## config.mk

```make
export PLATFORM = sky130hd
export DESIGN_NAME = pc_fetch_unit
export DESIGN_NICKNAME = d
export VERILOG_FILES = /design/src/rtl/fetch_pkg.sv /design/src/rtl/pc_next_sel.sv /design/src/rtl/pc_fetch_unit.sv
export SDC_FILE = /design/constraint.sdc
export NUM_CORES = 1
export LEC_CHECK = 0
export CAP_MARGIN = 30
export CORE_ASPECT_RATIO = 1.5
export CORE_MARGIN = 2
export CORE_UTILIZATION = 30
export CTS_BUF_LIST = sky130_fd_sc_hd__clkbuf_2
export CTS_CLUSTER_SIZE = 10
export DETAILED_ROUTE_END_ITERATION = 12
export SLEW_MARGIN = 5
export SYNTH_ARGS = -nofsm -noshare
export SYNTH_HDL_FRONTEND = slang
export SYNTH_SLANG_ARGS = --single-unit
export TNS_END_PERCENT = 50
```

## constraint.sdc

```tcl
create_clock -name clk -period 6.45 [get_ports clk]
set_clock_uncertainty 0.1 [all_clocks]
set_input_delay 0.9675 -clock clk [delete_from_list [all_inputs] [get_ports clk]]
set_output_delay 0.9675 -clock clk [all_outputs]
set_load 0.03 [all_outputs]
```

## src/rtl/fetch_pkg.sv

```systemverilog
// Shared types and constants for the instruction-fetch front end.
// Optional alignment checking is enabled by defining FETCH_ALIGN_CHECK_EN.
package fetch_pkg;

  localparam logic [31:0] NOP_INST = 32'h0000_0000;

  typedef enum logic [1:0] {
    S_BOOT  = 2'd0,
    S_RUN   = 2'd1,
    S_STALL = 2'd2
  } fetch_state_t;

  function automatic int addr_w(input int depth);
    return (depth <= 1) ? 1 : $clog2(depth);
  endfunction

endpackage

```

## src/rtl/pc_next_sel.sv

```systemverilog
// Next-PC priority mux: jump beats branch beats sequential fetch_pc + 4.
// Redirect targets are always word-aligned here; misalignment is reported by the top.
module pc_next_sel (
  input  logic [31:0] i_fetch_pc,
  input  logic        i_jump,
  input  logic [31:0] i_jump_target,
  input  logic        i_branch_taken,
  input  logic [31:0] i_branch_target,
  output logic [31:0] o_next_pc,
  output logic        o_redirect
);

  logic [31:0] w_jump_aligned;
  logic [31:0] w_branch_aligned;

  assign w_jump_aligned   = i_jump_target   & 32'hFFFF_FFFC;
  assign w_branch_aligned = i_branch_target & 32'hFFFF_FFFC;

  always_comb begin
    o_next_pc  = i_fetch_pc + 32'd4;
    o_redirect = 1'b0;
    if (i_jump) begin
      o_next_pc  = w_jump_aligned;
      o_redirect = 1'b1;
    end else if (i_branch_taken) begin
      o_next_pc  = w_branch_aligned;
      o_redirect = 1'b1;
    end
  end

endmodule

```

## src/rtl/pc_fetch_unit.sv

```systemverilog
// PC register, fetch FSM and response pairing in front of a 1-cycle registered imem.
// Define FETCH_ALIGN_CHECK_EN to get a sticky align_err on misaligned redirect targets.
module pc_fetch_unit
  import fetch_pkg::*;
#(
  parameter int          INST_DEPTH = 256,
  parameter int          ADDR_W     = addr_w(INST_DEPTH),
  parameter logic [31:0] RESET_PC   = 32'h0000_0000
) (
  input  logic              clk,
  input  logic              resetpc,
  input  logic              stall,
  input  logic              branch_taken,
  input  logic [31:0]       branch_target,
  input  logic              jump,
  input  logic [31:0]       jump_target,
  output logic [ADDR_W-1:0] imem_addr,
  input  logic [31:0]       imem_inst,
  output logic [31:0]       inst_out,
  output logic [31:0]       pc_out,
  output logic [31:0]       pc_plus4_out,
  output logic              inst_valid,
  output logic              align_err
);

  logic [31:0]  r_fetch_pc;
  logic [31:0]  r_resp_pc;
  logic         r_resp_valid;
  fetch_state_t r_state;

  logic [31:0]  w_fetch_pc_next;
  logic [31:0]  w_resp_pc_next;
  logic         w_resp_valid_next;
  fetch_state_t w_state_next;
  logic [31:0]  w_next_pc;
  logic         w_redirect;
  logic         w_replay;
  logic [31:0]  w_resp_pc_vis;

  pc_next_sel u_next_sel (
    .i_fetch_pc      (r_fetch_pc),
    .i_jump          (jump),
    .i_jump_target   (jump_target),
    .i_branch_taken  (branch_taken),
    .i_branch_target (branch_target),
    .o_next_pc       (w_next_pc),
    .o_redirect      (w_redirect)
  );

  // Re-presenting resp_pc while stalled keeps imem_inst stable for decode.
  assign w_replay  = stall && (r_state != S_BOOT);
  assign imem_addr = w_replay ? r_resp_pc[ADDR_W+1:2] : r_fetch_pc[ADDR_W+1:2];

  always_comb begin
    w_fetch_pc_next   = r_fetch_pc;
    w_resp_pc_next    = r_resp_pc;
    w_resp_valid_next = r_resp_valid;
    w_state_next      = r_state;
    case (r_state)
      S_BOOT: begin
        w_resp_pc_next    = r_fetch_pc;
        w_resp_valid_next = 1'b1;
        w_fetch_pc_next   = r_fetch_pc + 32'd4;
        w_state_next      = S_RUN;
      end
      default: begin
        if (w_redirect) begin
          w_fetch_pc_next   = w_next_pc;
          w_resp_valid_next = 1'b0;
          w_state_next      = S_RUN;
        end else if (stall) begin
          w_state_next      = S_STALL;
        end else begin
          w_resp_pc_next    = r_fetch_pc;
          w_resp_valid_next = 1'b1;
          w_fetch_pc_next   = w_next_pc;
          w_state_next      = S_RUN;
        end
      end
    endcase
  end

  always_ff @(posedge clk) begin
    if (resetpc) begin
      r_fetch_pc   <= RESET_PC;
      r_resp_pc    <= RESET_PC;
      r_resp_valid <= 1'b0;
      r_state      <= S_BOOT;
    end else begin
      r_fetch_pc   <= w_fetch_pc_next;
      r_resp_pc    <= w_resp_pc_next;
      r_resp_valid <= w_resp_valid_next;
      r_state      <= w_state_next;
    end
  end

`ifdef FETCH_ALIGN_CHECK_EN
  logic r_align_err;
  logic w_misaligned;

  assign w_misaligned = jump ? (|jump_target[1:0])
                             : (branch_taken && (|branch_target[1:0]));

  always_ff @(posedge clk) begin
    if (resetpc)
      r_align_err <= 1'b0;
    else if (r_state != S_BOOT && w_misaligned)
      r_align_err <= 1'b1;
  end

  assign align_err = r_align_err;
`else
  assign align_err = 1'b0;
`endif

  // Outputs are forced to their reset values while resetpc is high, even before the first edge.
  assign w_resp_pc_vis = resetpc ? RESET_PC : r_resp_pc;
  assign inst_valid    = r_resp_valid && !resetpc;
  assign inst_out      = inst_valid ? imem_inst : NOP_INST;
  assign pc_out        = w_resp_pc_vis;
  assign pc_plus4_out  = w_resp_pc_vis + 32'd4;

endmodule

```

=== Word-level counts from Yosys, hierarchy flattened ===
Index checks and enable logic that the tools add are counted.

* Register bits after elaboration: 67
* Output and inout port bits: 106

* Add/subtract/negate cells: 2
* Eq/ne operators: 3
* Mux-type cells: 19
* Reductions and logical operators: 7

{| class="wikitable"
|+ Operators by type and width
! kind !! count
|-
| 32-bit two-way mux || 10
|-
| 32-bit by 3-bit adder with 32-bit output (second input constant) || 2
|-
| 8-bit two-way mux || 1
|-
| 1-bit two-way mux || 7
|-
| 3-bit by 1-bit != test with 1-bit output (second input constant) || 1
|-
| 3-bit OR reduction || 1
|-
| 1-bit logical AND || 2
|-
| 2-bit logical NOT || 1
|-
| 2-bit two-way mux || 1
|-
| 2-bit by 1-bit != test with 1-bit output (second input constant) || 1
|-
| 2-bit != test (second input constant) || 1
|-
| 2-bit AND reduction || 1
|-
| 2-bit nonzero test || 1
|-
| 1-bit logical NOT || 1
|}

=== Logic depth before layout (Yosys ltp) ===
Gate-level depths: netlist of the first run.

* Depth in word-level cells: 6
* Gate-level depth with buffers: 10
* Gate-level depth less buffers: 9

=== Cells and area by module ===
A second synthesis of the first run with hierarchy kept.

* Cells, all modules: 750
* Area total of the unflattened synthesis: 5,277.6 µm²

{| class="wikitable"
|+ Modules (own cells, without submodules)
! module !! times used !! cells an instance !! area an instance (µm²)
|-
| pc_fetch_unit || 1 || 574 || 4,167.7
|-
| pc_next_sel || 1 || 176 || 1,109.8
|}

=== Least setup slack after synthesis of the first run ===
No wires, ideal clock.

* Path kind: in2out
* Start point: input port resetpc
* End point: output port pc_plus4_out[22]
* Arrival time: 3.952 ns
* Required time: 5.382 ns
* Slack: 1.430 ns
* Cell stages on the path: 9
* Cells stage by stage: clkbuf_1 > buf_1 > clkbuf_1 > nor2b_1 > ha_1 > and4_1 > nor4bb_1 > nand4_1 > xnor2_1

* Longest elaborated chain between the ends: 2

{| class="wikitable"
|+ Ends and longest elaborated chain
! item !! RTL line !! RTL
|-
| start: declaration || pc_fetch_unit.sv:11 || <nowiki>input logic resetpc,</nowiki>
|-
| 32-bit two-way mux || pc_fetch_unit.sv:117 || <nowiki>assign w_resp_pc_vis = resetpc ? RESET_PC : r_resp_pc;</nowiki>
|-
| via pc_out[3] || pc_fetch_unit.sv:20 || <nowiki>output logic [31:0] pc_out,</nowiki>
|-
| 32-bit by 3-bit adder with 32-bit output || pc_fetch_unit.sv:121 || <nowiki>assign pc_plus4_out = w_resp_pc_vis + 32'd4;</nowiki>
|-
| end: declaration || pc_fetch_unit.sv:21 || <nowiki>output logic [31:0] pc_plus4_out,</nowiki>
|}

The timed path passes the listed nets, and every way through them passes these cells.

=== Worst setup path after layout of the first run ===
* Start point: input port resetpc
* End point: output port pc_plus4_out[30]

* Longest elaborated chain between the ends: 2

{| class="wikitable"
|+ Ends and longest elaborated chain
! item !! RTL line
|-
| 32-bit two-way mux || pc_fetch_unit.sv:117
|-
| 32-bit by 3-bit adder with 32-bit output || pc_fetch_unit.sv:121
|}

Every way passes these cells.

==> qor.csv, run 1 <==
stage,metric,value,unit
worst_setup_path,CP endpoint kind,primary output,
timing,final setup fails,0,
synthesis,Synth cell types,56,
worst_setup_path,"reg-to-reg slack, setup",3640,ps
placed_design,Place WS,1480,ps
clock_network,clk_lat worst skew,510,ps
power,Pleak,2.43,nW
floorplan,die height,152,um
route,Routed WL per cell,16.0,um
clock_network,clock-pin slew of the registers on the worst-case setup and hold paths,160,ps
clock_network,Resize count post-CTS,0,
synthesis,cell taking the most area after synthesis,dfxtp_1,
timing,Slew Limit Fails,0,
placed_design,GPL Wtd Cong,0.892,
min_path,min-delay worst type,flop to flop,
route,Initial DRC Count,234,
timing,Final min period,4920,ps
timing,setup_tns,0,ps
synthesis,most frequent cell after synthesis,nand2_1,
global_routing,largest net degree at the start of global routing,58,
final_layout,nets,901,
final_layout,Util after Layout,0.461,
worst_setup_path,critical setup path kind,input pin to primary output,
placed_design,Final HPWL DP,12300,um
clock_network,CTS Buf Count,9,
worst_setup_path,Worst EP arrival,3860,ps
global_routing,Congestion Overflow GR,0,
clock_network,Clock Sinks,63,
route,drt first pass iters,8,
global_routing,GR Util All Layers,0.198,
floorplan,io pins,207,
route,Residual DRC,0,
worst_setup_path,Worst Path Max Fanout,9,
synthesis,Synth top area share,0.286,
global_routing,first-pass GRT wire length,24900,um
final_layout,share of layout cells above drive strength 1,0.0560,
clock_network,Longest Clk Path Bufs,2,
route,total wire length,16000,um
worst_setup_path,critical path required time,5380,ps
floorplan,Initial Util,0.305,
route,WL met1,6340,um
placed_design,Placed Area,6550,um^2
final_layout,cell area after layout,6660,um^2
synthesis,"flops & latches, synth",63,
synthesis,Synth Instances,619,
timing,Max Freq,203,MHz
clock_network,clock root buffer,clkbuf_2,
route,antenna-violating nets left,0,
timing,final hold violation count,0,
timing,fin worst setup slack,1530,ps
power,power per cell area,145,nW/um^2
floorplan,row count,54,
floorplan,die width,103,um
timing,Max-slew headroom,0.357,
synthesis,"Async S/R FF share, synth",0,
route,met2 wire length,8220,um
floorplan,die area,15700,um^2
worst_setup_path,CP Launch Type,input pin,
timing,worst slew pin tran,957,ps
power,Max VDD drop,0.0685,mV
final_layout,fill count,1528,
synthesis,Main synth FF type,dfxtp_1,
clock_network,CTS tree,yes,
route,Top Layer Used,met4,
job,max cap viols,0,
placed_design,I/O Buffers,197,
run_status,status,"complete, no violations",
synthesis,Ys Warns,0,
synthesis,syn_area_per_cell,7.11,um^2
final_layout,multi-input logic area,2920,um^2
clock_network,number of setup buffers added after CTS,0,
clock_network,H-tree depth,3,
route,via count,5134,
synthesis,dominant cells by area after synthesis,"dfxtp_1 29%, nand2_1 8.7%, a21oi_1 5.8%, and2_1 4.7%, a22oi_1 4.3%",
timing,RSZ-0062 raised after global routing,no,
final_layout,register area,1260,um^2
synthesis,number of synthesized flops with an enable pin,0,
final_layout,area delta synth->final,51.3,%
route,Via density,5.13,
synthesis,Mapped Area,4400,um^2
synthesis,register area share after synthesis,0.286,
global_routing,initial antenna violation count,1,
route,wire length on met3,1140,um
synthesis,Post-synth top cells,"102 x nand2_1, 63 x dfxtp_1, 51 x a21oi_1",
timing,Tcrit/Tclk final,0.763,
global_routing,vias in the first global route,4895,
floorplan,core area,14500,um^2
clock_network,cts hold-fix bufs,0,
## cell type report
class	count	area share
Tap cell	196	0.0368
Timing Repair Buffer	210	0.311
Sequential cell	63	0.189
Inverter	13	0.00732
Antenna cell	1	0.000376
Clock buffer	9	0.00676
Multi-Input combinational cell	501	0.439
Clock inverter	7	0.00958
## kinds of logic after synthesis
| group | count (synthesis) | share of synthesized area |
|---|---|---|
| mux | 11 | 0.0270 |
| buf+inv | 59 | 0.0551 |
| simple gates | 313 | 0.365 |
| fa+ha+maj | 2 | 0.00568 |
| compound gates | 142 | 0.204 |
| other cells | 1 | 0.000852 |
| xor+xnor | 28 | 0.0557 |
| flops | 63 | 0.286 |
## layout by cell type, fill, tap and decap left out, types with 4 or more instances in the layout
| master | instances |
|---|---|
| a21oi_1 | 50 |
| a22oi_1 | 25 |
| a31oi_1 | 7 |
| and2_1 | 33 |
| and3_1 | 18 |
| and4_1 | 5 |
| buf_4 | 12 |
| clkbuf_2 | 9 |
| clkdlybuf4s50_1 | 196 |
| conb_1 | 5 |
| dfxtp_1 | 63 |
| inv_1 | 12 |
| mux2_2 | 7 |
| mux2i_1 | 4 |
| nand2_1 | 102 |
| nand3_1 | 31 |
| nand4_1 | 8 |
| nor2_1 | 44 |
| nor2b_1 | 29 |
| nor3_1 | 15 |
| nor4_1 | 7 |
| o211ai_1 | 7 |
| o21ai_0 | 20 |
| o22ai_1 | 10 |
| or4_1 | 6 |
| xnor2_1 | 11 |
| xor2_1 | 17 |
## worst max-delay path, stage by stage
cell	delay (ps)
buf_2	150
clkinv_1	50
buf_4	190
nand2_1	100
inv_1	80
ha_1	200
and4_1	280
nand2b_1	130
nor4_1	670
nand3_1	190
xnor2_1	170
clkdlybuf4s50_1	690
## final timing paths
kind                                   start                     endpoint  cells after the start
setup / recovery                     resetpc             pc_plus4_out[30]                     12
hold / removal    r_resp_pc[21]$_SDFFE_PP0P_   r_resp_pc[21]$_SDFFE_PP0P_                      2
setup reg to reg       r_state[0]$_SDFF_PP0_  r_fetch_pc[31]$_SDFFE_PP0P_                      6
hold reg to reg   r_resp_pc[21]$_SDFFE_PP0P_   r_resp_pc[21]$_SDFFE_PP0P_                      2
## registers in the layout, summed over array words and instances, names as in the netlist
signal        count
r_fetch_pc       30
r_resp_pc        30
r_resp_valid      1
r_state           2
## power breakdown
group | switching (mW) | leakage [nW] | internal [mW]
clock | 0.153 | 0.0667 | 0.0861
combinational | 0.146 | 1.85 | 0.135
sequential | 0.0341 | 0.515 | 0.412
## metrics by stage
step           instances  power [mW]  hold WS [ps]
6_report            1000       0.966           364
5_1_grt             1000        1.01           393
3_3_place_gp         982       0.729           342
2_1_floorplan        623       0.598           332
3_5_place_dp         983       0.735           345
4_1_cts              999       0.972           366
## per-layer routing
layer  track usage  up-vias
met5             0        -
met4        0.0645        0
met3        0.0358       24
met2         0.356      203
met1         0.229     2359
li1              -     2548
No activity file was read; power rests on OpenSTA's default activity.
==> run 2, diff against run 1 <==
Clock period 6.45 ns to 4.98 ns, I/O delays scaled along.
==> run 2 against run 1 <==
  * Core utilization rose by 0.47 points
  * Clock power is 51% higher
  * Final cell count up 0.40%
  * Worst hold slack improved by 4.6 ps
  * Total power grew 35%
  * Sequential power grew 29%
  * Largest power group unchanged
==> qor.csv, run 2 (synthesis results as in run 1) <==
stage,metric,value,unit
clock_network,CTS tree,yes,
clock_network,Clock Sinks,63,
timing,final setup fails,0,
worst_setup_path,critical path required time,4130,ps
route,Residual DRC,0,
route,antenna-violating nets left,0,
timing,fin worst setup slack,651,ps
timing,Max-slew headroom,0.363,
worst_setup_path,CP Launch Type,flop,
route,total wire length,15900,um
worst_setup_path,worst reg2reg path endpoint,r_fetch_pc[31]$_SDFFE_PP0P_,
floorplan,die height,152,um
power,power per cell area,194,nW/um^2
clock_network,Resize count post-CTS,0,
global_routing,vias in the first global route,4946,
global_routing,first-pass GRT wire length,25000,um
worst_setup_path,Worst EP arrival,3480,ps
timing,Tcrit/Tclk final,0.869,
route,Top Layer Used,met4,
min_path,min-delay worst type,flop to flop,
route,via count,5152,
min_path,min-delay src,r_resp_valid$_SDFFE_PP0P_,
placed_design,Final HPWL DP,12300,um
clock_network,H-tree depth,3,
placed_design,Place WS,631,ps
timing,Slew Limit Fails,0,
run_status,status,"complete, no violations",
timing,RSZ-0062 raised after global routing,no,
power,Max VDD drop,0.107,mV
floorplan,io pins,207,
global_routing,GR Util All Layers,0.199,
route,WL met1,6180,um
worst_setup_path,R2R depth,7,
timing,Final min period,4330,ps
route,Routed WL per cell,15.8,um
global_routing,initial antenna violation count,1,
timing,final hold violation count,0,
final_layout,"commonest non-fill, non-tap cell in the layout",clkdlybuf4s50_1,
clock_network,clk_lat worst skew,530,ps
power,Pleak,2.47,nW
route,met2 wire length,8290,um
global_routing,Congestion Overflow GR,0,
global_routing,largest net degree at the start of global routing,48,
worst_setup_path,Worst Path Max Fanout,5,
worst_setup_path,critical setup path kind,flop to primary output,
floorplan,row count,54,
final_layout,share of layout cells above drive strength 1,0.0644,
route,Via density,5.13,
floorplan,Initial Util,0.305,
clock_network,clock root buffer,clkbuf_2,
min_path,hold path depth,2,
placed_design,GPL Wtd Cong,0.875,
floorplan,die width,103,um
final_layout,area delta synth->final,52.9,%
worst_setup_path,"reg-to-reg slack, setup",2520,ps
worst_setup_path,crit-path cells,nor2b_1 -> ha_1 -> and4_1 -> nand2b_1 -> nor4_1 -> nand3_1 -> xnor2_1 -> clkdlybuf4s50_1,
worst_setup_path,critical path's slowest cell,clkdlybuf4s50_1,
final_layout,nets,905,
route,wire length on met3,1020,um
clock_network,number of setup buffers added after CTS,0,
worst_setup_path,Reg2Reg Launch Point,r_state[1]$_SDFF_PP0_,
job,max cap viols,0,
clock_network,cts hold-fix bufs,0,
route,Initial DRC Count,261,
clock_network,Longest Clk Path Bufs,2,
clock_network,clock-pin slew of the registers on the worst-case setup and hold paths,170,ps
clock_network,CTS Buf Count,9,
worst_setup_path,CP endpoint kind,primary output,
timing,Max Freq,231,MHz
final_layout,largest registers,"r_fetch_pc (30), r_resp_pc (30), r_state (2)",
timing,setup_tns,0,ps
floorplan,die area,15700,um^2
min_path,hold-critical path endpoint,r_resp_valid$_SDFFE_PP0P_,
route,drt first pass iters,4,
floorplan,core area,14500,um^2
timing,worst slew pin tran,949,ps
placed_design,I/O Buffers,197,
final_layout,"commonest non-fill, non-tap cells in the layout","194 x clkdlybuf4s50_1, 102 x nand2_1, 63 x dfxtp_1, 50 x a21oi_1, 44 x nor2_1",
worst_setup_path,"slowest stage delay, CP",680,ps
==> run 2: cell count changes in the layout (fill, tap and decap cells not counted) <==
cell,before,now
clkinv_1,3,1
buf_4,12,15
clkbuf_2,9,10
clkinv_4,1,0
clkinvlp_4,1,2
buf_2,1,2
buf_12,0,2
nor4_2,1,0
nor4_1,7,8
bufinv_16,1,2
clkdlybuf4s50_1,196,194
==> run 2: layout make-up <==
cell class	count	area, um^2
Timing Repair Buffer	214	2120
Multi-Input combinational cell	501	2920
Sequential cell	63	1260
Antenna cell	1	2.50
Clock inverter	6	85.1
Clock buffer	10	50.0
Inverter	13	48.8
Fill cell	1514	7730
Tap cell	196	245
==> run 2: report_power, final <==
group	leakage (nW)	internal, mW	total [mW]	switching, mW
Sequential	0.515	0.533	0.577	0.0440
Clock	0.0779	0.166	0.360	0.195
Combinational	1.88	0.177	0.365	0.188
==> run 2: stage by stage <==
step                      power, mW  cell area [um^2]  hold slack [ps]  cells  utilization
after floorplan               0.774              4420              332    623            -
after global placement        0.945              6570              343    985        0.455
after detailed placement      0.954              6590              352    987        0.456
after CTS                      1.31              6730              372   1003        0.465
after global routing           1.37              6730              400   1004        0.465
final                          1.30              6730              368   1004        0.465
==> run 2: worst max path at each step <==
stage,from,end,cells past startpoint
2_1_floorplan,resetpc,pc_plus4_out[22],9
6_report,r_resp_pc[3]$_SDFFE_PP0P_,pc_plus4_out[30],8
3_3_place_gp,resetpc,pc_plus4_out[26],11
3_5_place_dp,resetpc,pc_plus4_out[30],11
5_1_grt,r_resp_pc[3]$_SDFFE_PP0P_,pc_plus4_out[30],8
4_1_cts,r_resp_pc[3]$_SDFFE_PP0P_,pc_plus4_out[30],8
==> run 2: routing by layer <==
layer | GRT usage | up-vias
met2 | 0.358 | 206
met5 | 0 | -
met4 | 0.0777 | 0
met3 | 0.0284 | 27
li1 | - | 2566
met1 | 0.229 | 2353
==> run 2: worst max-delay path, delay by kind of cell (launching register included) <==
kind,cells,cell delay [ps]
buffers and inverters,1,680
AND/OR/NAND/NOR,5,1440
flip-flops,1,430
XOR/XNOR,1,170
adder cells (fa/ha/maj),1,240
